<file path="config.mk">
export PLATFORM = sky130hd
export DESIGN_NAME = alu_multicycle_flat
export DESIGN_NICKNAME = d
export VERILOG_FILES = /design/src/rtl/alu_multicycle_if.sv /design/src/rtl/alu_multicycle.sv /design/src/flat_wrapper.sv
export SDC_FILE = /design/constraint.sdc
export NUM_CORES = 1
export LEC_CHECK = 0
export CAP_MARGIN = 25
export CORE_MARGIN = 2
export CORE_UTILIZATION = 25
export CTS_CLUSTER_DIAMETER = 80
export DETAILED_ROUTE_END_ITERATION = 10
export GPL_ROUTABILITY_DRIVEN = 0
export MAX_ROUTING_LAYER = met4
export PLACE_DENSITY = 0.39
export SYNTH_ARGS = -nofsm -noshare
export SYNTH_HDL_FRONTEND = slang
export SYNTH_SLANG_ARGS = --single-unit
</file>
<file path="constraint.sdc">
create_clock -name clk -period 6.25 [get_ports clk]
set_input_delay 1.25 -clock clk [delete_from_list [all_inputs] [get_ports clk]]
set_output_delay 1.25 -clock clk [all_outputs]
set_load 0.005 [all_outputs]
</file>
<file path="src/rtl/alu_multicycle_if.sv">
// Request/response bundle for alu_multicycle.
// master drives operands and start; slave returns status and results.
interface alu_multicycle_if #(
  parameter int WIDTH = 32
);
  logic             start;
  logic [2:0]       ALUControl;
  logic [WIDTH-1:0] a;
  logic [WIDTH-1:0] b;
  logic             busy;
  logic             done;
  logic [WIDTH-1:0] Result;
  logic [3:0]       Flags;

  modport master (
    output start, ALUControl, a, b,
    input  busy, done, Result, Flags
  );

  modport slave (
    input  start, ALUControl, a, b,
    output busy, done, Result, Flags
  );
endinterface

</file>
<file path="src/rtl/alu_multicycle.sv">
// Single-cycle ADD/SUB/logic ALU with iterative shift-add MUL.
// Define ALU_MULTICYCLE_DIV_EN to add an iterative restoring divider.
module alu_multicycle #(
  parameter int WIDTH = 32
) (
  input logic            clk,
  input logic            reset,
  alu_multicycle_if.slave bus
);

  localparam int CW = $clog2(WIDTH);
  localparam logic [CW-1:0] LAST = CW'(WIDTH - 1);

  localparam logic [0:0] IDLE = 1'b0;
  localparam logic [0:0] RUN  = 1'b1;

  localparam logic [2:0] OP_ADD = 3'b000;
  localparam logic [2:0] OP_SUB = 3'b001;
  localparam logic [2:0] OP_AND = 3'b010;
  localparam logic [2:0] OP_OR  = 3'b011;
  localparam logic [2:0] OP_XOR = 3'b100;
  localparam logic [2:0] OP_MUL = 3'b101;
`ifdef ALU_MULTICYCLE_DIV_EN
  localparam logic [2:0] OP_DIV = 3'b110;
`endif

  logic [0:0]       r_state;
  logic [CW-1:0]    r_cnt;
  logic [WIDTH-1:0] r_a;
  logic [WIDTH-1:0] r_hi;
  logic [WIDTH-1:0] r_lo;
  logic [WIDTH-1:0] r_result;
  logic [3:0]       r_flags;
  logic             r_done;
`ifdef ALU_MULTICYCLE_DIV_EN
  logic             r_div;
`endif

  logic             w_sub;
  logic [WIDTH-1:0] w_bop;
  logic [WIDTH:0]   w_sum;
  logic [WIDTH-1:0] w_res1;
  logic             w_c1;
  logic             w_v1;
  logic [3:0]       w_flg1;
  logic             w_is_div;
  logic             w_multi;

  logic [WIDTH:0]   w_psum;
  logic [WIDTH-1:0] w_nhi;
  logic [WIDTH-1:0] w_nlo;
  logic             w_c2;
  logic             w_v2;
  logic [3:0]       w_flg2;
`ifdef ALU_MULTICYCLE_DIV_EN
  logic [WIDTH:0]   w_shift;
  logic [WIDTH:0]   w_trial;
  logic             w_ge;
`endif

`ifdef ALU_MULTICYCLE_DIV_EN
  assign w_is_div = bus.ALUControl == OP_DIV;
`else
  assign w_is_div = 1'b0;
`endif
  assign w_multi = (bus.ALUControl == OP_MUL) || w_is_div;

  // SUB is a + ~b + 1 so C reads as "no borrow"
  always_comb begin
    w_sub  = bus.ALUControl == OP_SUB;
    w_bop  = w_sub ? ~bus.b : bus.b;
    w_sum  = {1'b0, bus.a} + {1'b0, w_bop}
           + {{WIDTH{1'b0}}, w_sub};
    w_res1 = '0;
    w_c1   = 1'b0;
    w_v1   = 1'b0;
    case (bus.ALUControl)
      OP_ADD, OP_SUB: begin
        w_res1 = w_sum[WIDTH-1:0];
        w_c1   = w_sum[WIDTH];
        w_v1   = (bus.a[WIDTH-1] == w_bop[WIDTH-1])
              && (w_sum[WIDTH-1] != bus.a[WIDTH-1]);
      end
      OP_AND: w_res1 = bus.a & bus.b;
      OP_OR:  w_res1 = bus.a | bus.b;
      OP_XOR: w_res1 = bus.a ^ bus.b;
      default: w_res1 = '0;
    endcase
    w_flg1 = {w_res1[WIDTH-1], w_res1 == '0, w_c1, w_v1};
  end

  // {r_hi, r_lo} shifts right; r_lo starts as the multiplier
  always_comb begin
    w_psum = {1'b0, r_hi}
           + (r_lo[0] ? {1'b0, r_a} : {(WIDTH+1){1'b0}});
    w_nhi  = w_psum[WIDTH:1];
    w_nlo  = {w_psum[0], r_lo[WIDTH-1:1]};
    w_c2   = |w_nhi;
    w_v2   = 1'b0;
`ifdef ALU_MULTICYCLE_DIV_EN
    w_shift = {r_hi, r_lo[WIDTH-1]};
    w_trial = w_shift - {1'b0, r_a};
    w_ge    = w_shift >= {1'b0, r_a};
    if (r_div) begin
      w_nhi = w_ge ? w_trial[WIDTH-1:0]
                   : w_shift[WIDTH-1:0];
      w_nlo = {r_lo[WIDTH-2:0], w_ge};
      w_c2  = 1'b0;
      w_v2  = r_a == '0;
    end
`endif
    w_flg2 = {w_nlo[WIDTH-1], w_nlo == '0, w_c2, w_v2};
  end

  always_ff @(posedge clk or posedge reset) begin
    if (reset) begin
      r_state  <= IDLE;
      r_cnt    <= '0;
      r_a      <= '0;
      r_hi     <= '0;
      r_lo     <= '0;
      r_result <= '0;
      r_flags  <= '0;
      r_done   <= 1'b0;
`ifdef ALU_MULTICYCLE_DIV_EN
      r_div    <= 1'b0;
`endif
    end else begin
      r_done <= 1'b0;
      if (r_state == IDLE) begin
        if (bus.start && w_multi) begin
          r_state <= RUN;
          r_cnt   <= '0;
          r_hi    <= '0;
          r_a     <= w_is_div ? bus.b : bus.a;
          r_lo    <= w_is_div ? bus.a : bus.b;
`ifdef ALU_MULTICYCLE_DIV_EN
          r_div   <= w_is_div;
`endif
        end else if (bus.start) begin
          r_result <= w_res1;
          r_flags  <= w_flg1;
          r_done   <= 1'b1;
        end
      end else begin
        r_hi  <= w_nhi;
        r_lo  <= w_nlo;
        r_cnt <= r_cnt + CW'(1);
        if (r_cnt == LAST) begin
          r_state  <= IDLE;
          r_cnt    <= '0;
          r_result <= w_nlo;
          r_flags  <= w_flg2;
          r_done   <= 1'b1;
        end
      end
    end
  end

  assign bus.busy   = r_state == RUN;
  assign bus.done   = r_done;
  assign bus.Result = r_result;
  assign bus.Flags  = r_flags;

endmodule

</file>
<file path="src/flat_wrapper.sv">
// flat-port wrapper written by rule: the top's interface ports become plain ports
module alu_multicycle_flat 
#(
  parameter int WIDTH = 32
)
  (clk, reset, bus_start, bus_ALUControl, bus_a, bus_b, bus_busy, bus_done, bus_Result, bus_Flags);
  alu_multicycle_if #(.WIDTH(WIDTH)) bus_i ();
  input logic clk;
  input logic reset;
  input wire logic [$bits(bus_i.start)-1:0] bus_start;
  input wire logic [$bits(bus_i.ALUControl)-1:0] bus_ALUControl;
  input wire logic [$bits(bus_i.a)-1:0] bus_a;
  input wire logic [$bits(bus_i.b)-1:0] bus_b;
  output wire logic [$bits(bus_i.busy)-1:0] bus_busy;
  output wire logic [$bits(bus_i.done)-1:0] bus_done;
  output wire logic [$bits(bus_i.Result)-1:0] bus_Result;
  output wire logic [$bits(bus_i.Flags)-1:0] bus_Flags;
  assign bus_i.start = bus_start;
  assign bus_i.ALUControl = bus_ALUControl;
  assign bus_i.a = bus_a;
  assign bus_i.b = bus_b;
  assign bus_busy = bus_i.busy;
  assign bus_done = bus_i.done;
  assign bus_Result = bus_i.Result;
  assign bus_Flags = bus_i.Flags;
  alu_multicycle #(.WIDTH(WIDTH)) u_core (.clk(clk), .reset(reset), .bus(bus_i));
endmodule
</file>
==> impl_summary.md <==
Outcome
The run finished with clean final reports.

STA
Setup repair after global routing left no endpoint under its margin. The number of pins exceeding their max-slew limit in the final report was 0. After routing, the total negative slack on setup checks comes to 0 ns. The final hold violation count is 0. The worst pin sits at a relative slew slack of between 20 and 30%. The routed design could run at a clock period as short as around 5.6 ns. Based on the critical path, the design can be clocked at up to 177.8 MHz. The tightest hold margin is ~0.47 ns. At the pin with the least slew margin, the transition time is ~1.1 ns.

The worst clock skew is roughly 0.012 ns. After layout, the worst path uses around nine tenths of the clock period. Setup violations remaining at the end of the flow were counted as 0.

Synth
The synthesized netlist occupies a cell area of approximately 12000 um2. The count of mapped cells out of synthesis is between 1k and 1.5k. The synthesized net count is ~1.6k. Of the total synthesized cell area, the portion taken by full adders, half adders and majority gates is between 10 and 15%. Each instance of the synthesized netlist takes up on average about 8.4 um2. The number of distinct standard cells referenced by the synthesized netlist is 66. For this run, the register share of the synthesized area comes to between 20% and 30%. The synthesis warning total is 0. The most used flip-flop cell after synthesis is dfrtp_1. In the synthesized netlist the async set-or-reset flop fraction comes to 100.0%. The flop and latch count out of synthesis is between 100 and 150.

After synthesis, the largest family of logic cells by area is compound AO/OA/AOI/OAI gates. The post-synthesis share of cell area spent on and, or, nand and nor gates is ~16%. The number of synthesized flops with an enable pin is 0. The synthesized netlist devotes approximately 6.5% of its cell area to XOR and XNOR gates.

Multiplexer cells account for under 10% of the synthesized area. The synthesized-area fraction occupied by ao, oa, aoi and oai cells is a little over a fifth.

Route
For this block, the via count after detailed routing is around 10k. The mean routed wirelength per cell is between 15 and 20 um. The per-cell via count in the routed design is between 4 and 5.

The routed design has between 30 and 40 mm of wire. The count of nets left with antenna violations once routing finished came out at 0. The detailed router finished its first iteration with between 600 and 700 violations. The DRC violations left is 0.

The total iterations of the first detailed-routing run is 5.

CTS
The CTS tree is yes. For the worst-skew pair, the clock arrives at the later sink with an insertion delay of 0.46 ns. The total clock buffers created by CTS is 17. The number of resized instances in the post-cts repair step is 0. The root buffer cell is clkbuf_16.

The count of H-tree levels built during CTS is 4. After clock tree synthesis, the clock-pin slew on the worst setup and hold paths is roughly 0.07 ns. The clock passes through at most 2 buffers. For this design, the CTS-stage hold fixing added 0 buffers. Post-CTS timing repair inserted 0 buffers for setup. The sink count of the clock tree is 138.

Worst hold path
In this run the worst hold path is classified as flip-flop to flip-flop. The origin of the worst min-delay path is u_core.bus.Result[22]$_DFFE_PP0P_.

Power
In this run the static leakage power is a little over 6 nW. The overall power of the completed layout is approximately 6.3 mW. The power per unit of standard cell area is approximately 450 nW/um2. The maximum resistive drop on vdd is 0.1677 mV.

Layout
The net total in the final layout is between 1.5k and 2k. After routing the design area is 14020 um2. The commonest non-fill, non-tap cell in the layout is nand2_1. The area growth from synthesis to layout is 21.60%. The share of post-route cells with drive strength above 1 is around 7.5%. The antenna cell count is 0. Once layout is complete, the utilization of the core stands at 30.84%.

In the layout the commonest cells are nand2_1, dfrtp_1, ha_1.

Placed design
Detailed placement ended at an HPWL of roughly 30 mm. The placed instances occupy a cell area of between 10000 and 15000 um2. Input and output buffers added on the ports amount to 107.

Floorplan
In this run the horizontal extent of the chip is between 200 and 250 um. The die covers around 48000 um2. between 100 and 150 I/O pins were placed. The floorplan step set the die height to 218.8 um.

The starting density of the core is between 20 and 30%. The total area inside the core boundary comes to about 45000 um2. After floorplanning, the core was divided into 78 placement rows.

Setup path
STA classifies the critical path endpoint as a flip-flop. The number of buffers and inverters on the critical path is 2. The data arrival time of the critical path is ~6 ns.

The critical path startpoint category is an input port. The worst setup path is of the input port to flip-flop kind. The critical path goes through clkdlybuf4s50_1 > nor2_1 > and2_2 > buf_12 > xnor2_1 > ha_1 > a211o_1 > o221a_2 > a211o_1 > xnor2_1 > o21ai_0 > a2111oi_0 > nand4_1 > nor4_1 > nand4_1 > or4_1 > o31ai_2.

On the critical path the largest part of the delay comes from simple AND/OR/NAND/NOR gates. Data on the critical path is required at its endpoint by 6.63 ns. The startpoint identified for the worst register-to-register timing path is u_core.r_lo[0]$_DFFE_PP0P_. In this design, the stage delay of the slowest critical-path cell is between 0.5 and 0.6 ns.

Along the worst path, the maximum fanout reaches 30. On the critical path, the stage with the largest delay is an instance of nor4_1. The beginning of the critical path is bus_ALUControl[2].

Global route
The wire length of the first global-routing pass is a little over 60 mm. The initial antenna violation count is 0. Entering global routing, the biggest net connects 61 pins. The number of global-route vias before repair came to a little over 10k. For this run, the total global-route usage over all layers was measured as 17.69%. The global route total overflow is 0.

Job
Max-cap violations in this run came to 0.
## kinds of logic (layout without fill, tap and decap cells)
kind of cell               Yosys count  in the layout
and+or+nand+nor                    398            398
AOI/OAI and AO/OA                  393            393
buffers and inverters              162            253
DFF                                138            138
adders and majority gates          134            134
xor gates and xnor gates            85             85
muxes                               59             59
## power by group
group          switching [mW]  internal [mW]  total [mW]
clock                   0.439          0.847        1.29
combinational            1.89           1.50        3.39
sequential              0.305           1.33        1.63
## cells in the mapped netlist, drive strengths merged (19+ instances only)
master / number / share of area, %
mux2: 33 / 3.2
ha: 132 / 14
o211ai: 28 / 1.8
xor2: 21 / 1.6
dfrtp: 138 / 30
and2: 38 / 2.1
mux2i: 26 / 2.3
clkbuf: 56 / 1.8
inv: 92 / 3.0
nor2: 93 / 3.0
a21oi: 93 / 4.0
a211oi: 29 / 1.9
nand2: 152 / 4.9
a31oi: 19 / 1.0
xnor2: 64 / 4.9
o21a: 29 / 1.9
o21ai: 99 / 4.3
## final cells by class
cell class / instances / area (um2)
Fill cell: 4922 / 31450
Multi-Input combinational cell: 1069 / 7483
Sequential cell: 138 / 3455
Timing Repair Buffer: 130 / 1264
Tap cell: 600 / 750.7
Clock buffer: 19 / 452.9
Inverter: 92 / 352.8
Clock inverter: 12 / 266.5
## worst register-to-register path, stage by stage (launching register included)
cell,delay (ns)
dfrtp_1,0.70
and2_1,0.31
ha_1,0.23
fa_1,0.43
a211oi_1,0.43
o21ai_0,0.22
a21oi_1,0.36
nor2_1,0.09
o41a_1,0.42
xor2_1,0.17
nor4_1,0.38
nand4_1,0.29
nor3b_1,0.32
nand4_1,0.12
a31o_2,0.26
## per-stage QoR
stage          instances  setup slack (ns)
4_1_cts             2059            0.6791
3_3_place_gp        2028            0.2662
5_1_grt             2060            0.2707
6_report            2060            0.6262
2_1_floorplan       1369            0.1985
3_5_place_dp        2028            0.1954
## registers in the layout, indices dropped and copies added (netlist names)
register / flops
u_core.r_a: 32
u_core.bus.Result: 31
u_core.bus.Flags: 4
u_core.r_hi: 32
u_core.r_lo: 32
u_core.r_cnt: 5
u_core.bus.busy: 1
u_core.bus.done: 1
## final timing paths
path	to	slack [ns]	depth (start not counted)
hold / removal	u_core.bus.Result[22]$_DFFE_PP0P_	0.47	1
hold reg to reg	u_core.bus.Result[22]$_DFFE_PP0P_	0.47	1
setup / recovery	u_core.bus.Flags[2]$_DFFE_PP0P_	0.63	17
min in group asynchronous	u_core.r_lo[6]$_DFFE_PP0P_	1.17	2
setup reg to reg	u_core.bus.Flags[1]$_DFFE_PP0P_	1.41	14
max in group asynchronous	u_core.bus.Result[28]$_DFFE_PP0P_	3.99	3
## layer usage
metal / track usage (%) / part of all wire (%) / vias up
met5: - / 0 / -
met4: 4.279 / 1.5 / 0
met3: 3.313 / 3.5 / 26
met2: 27.28 / 45 / 174
met1: 23.89 / 49 / 4971
li1: - / - / 5025
Note: power is estimated with default switching activity, not from simulation.
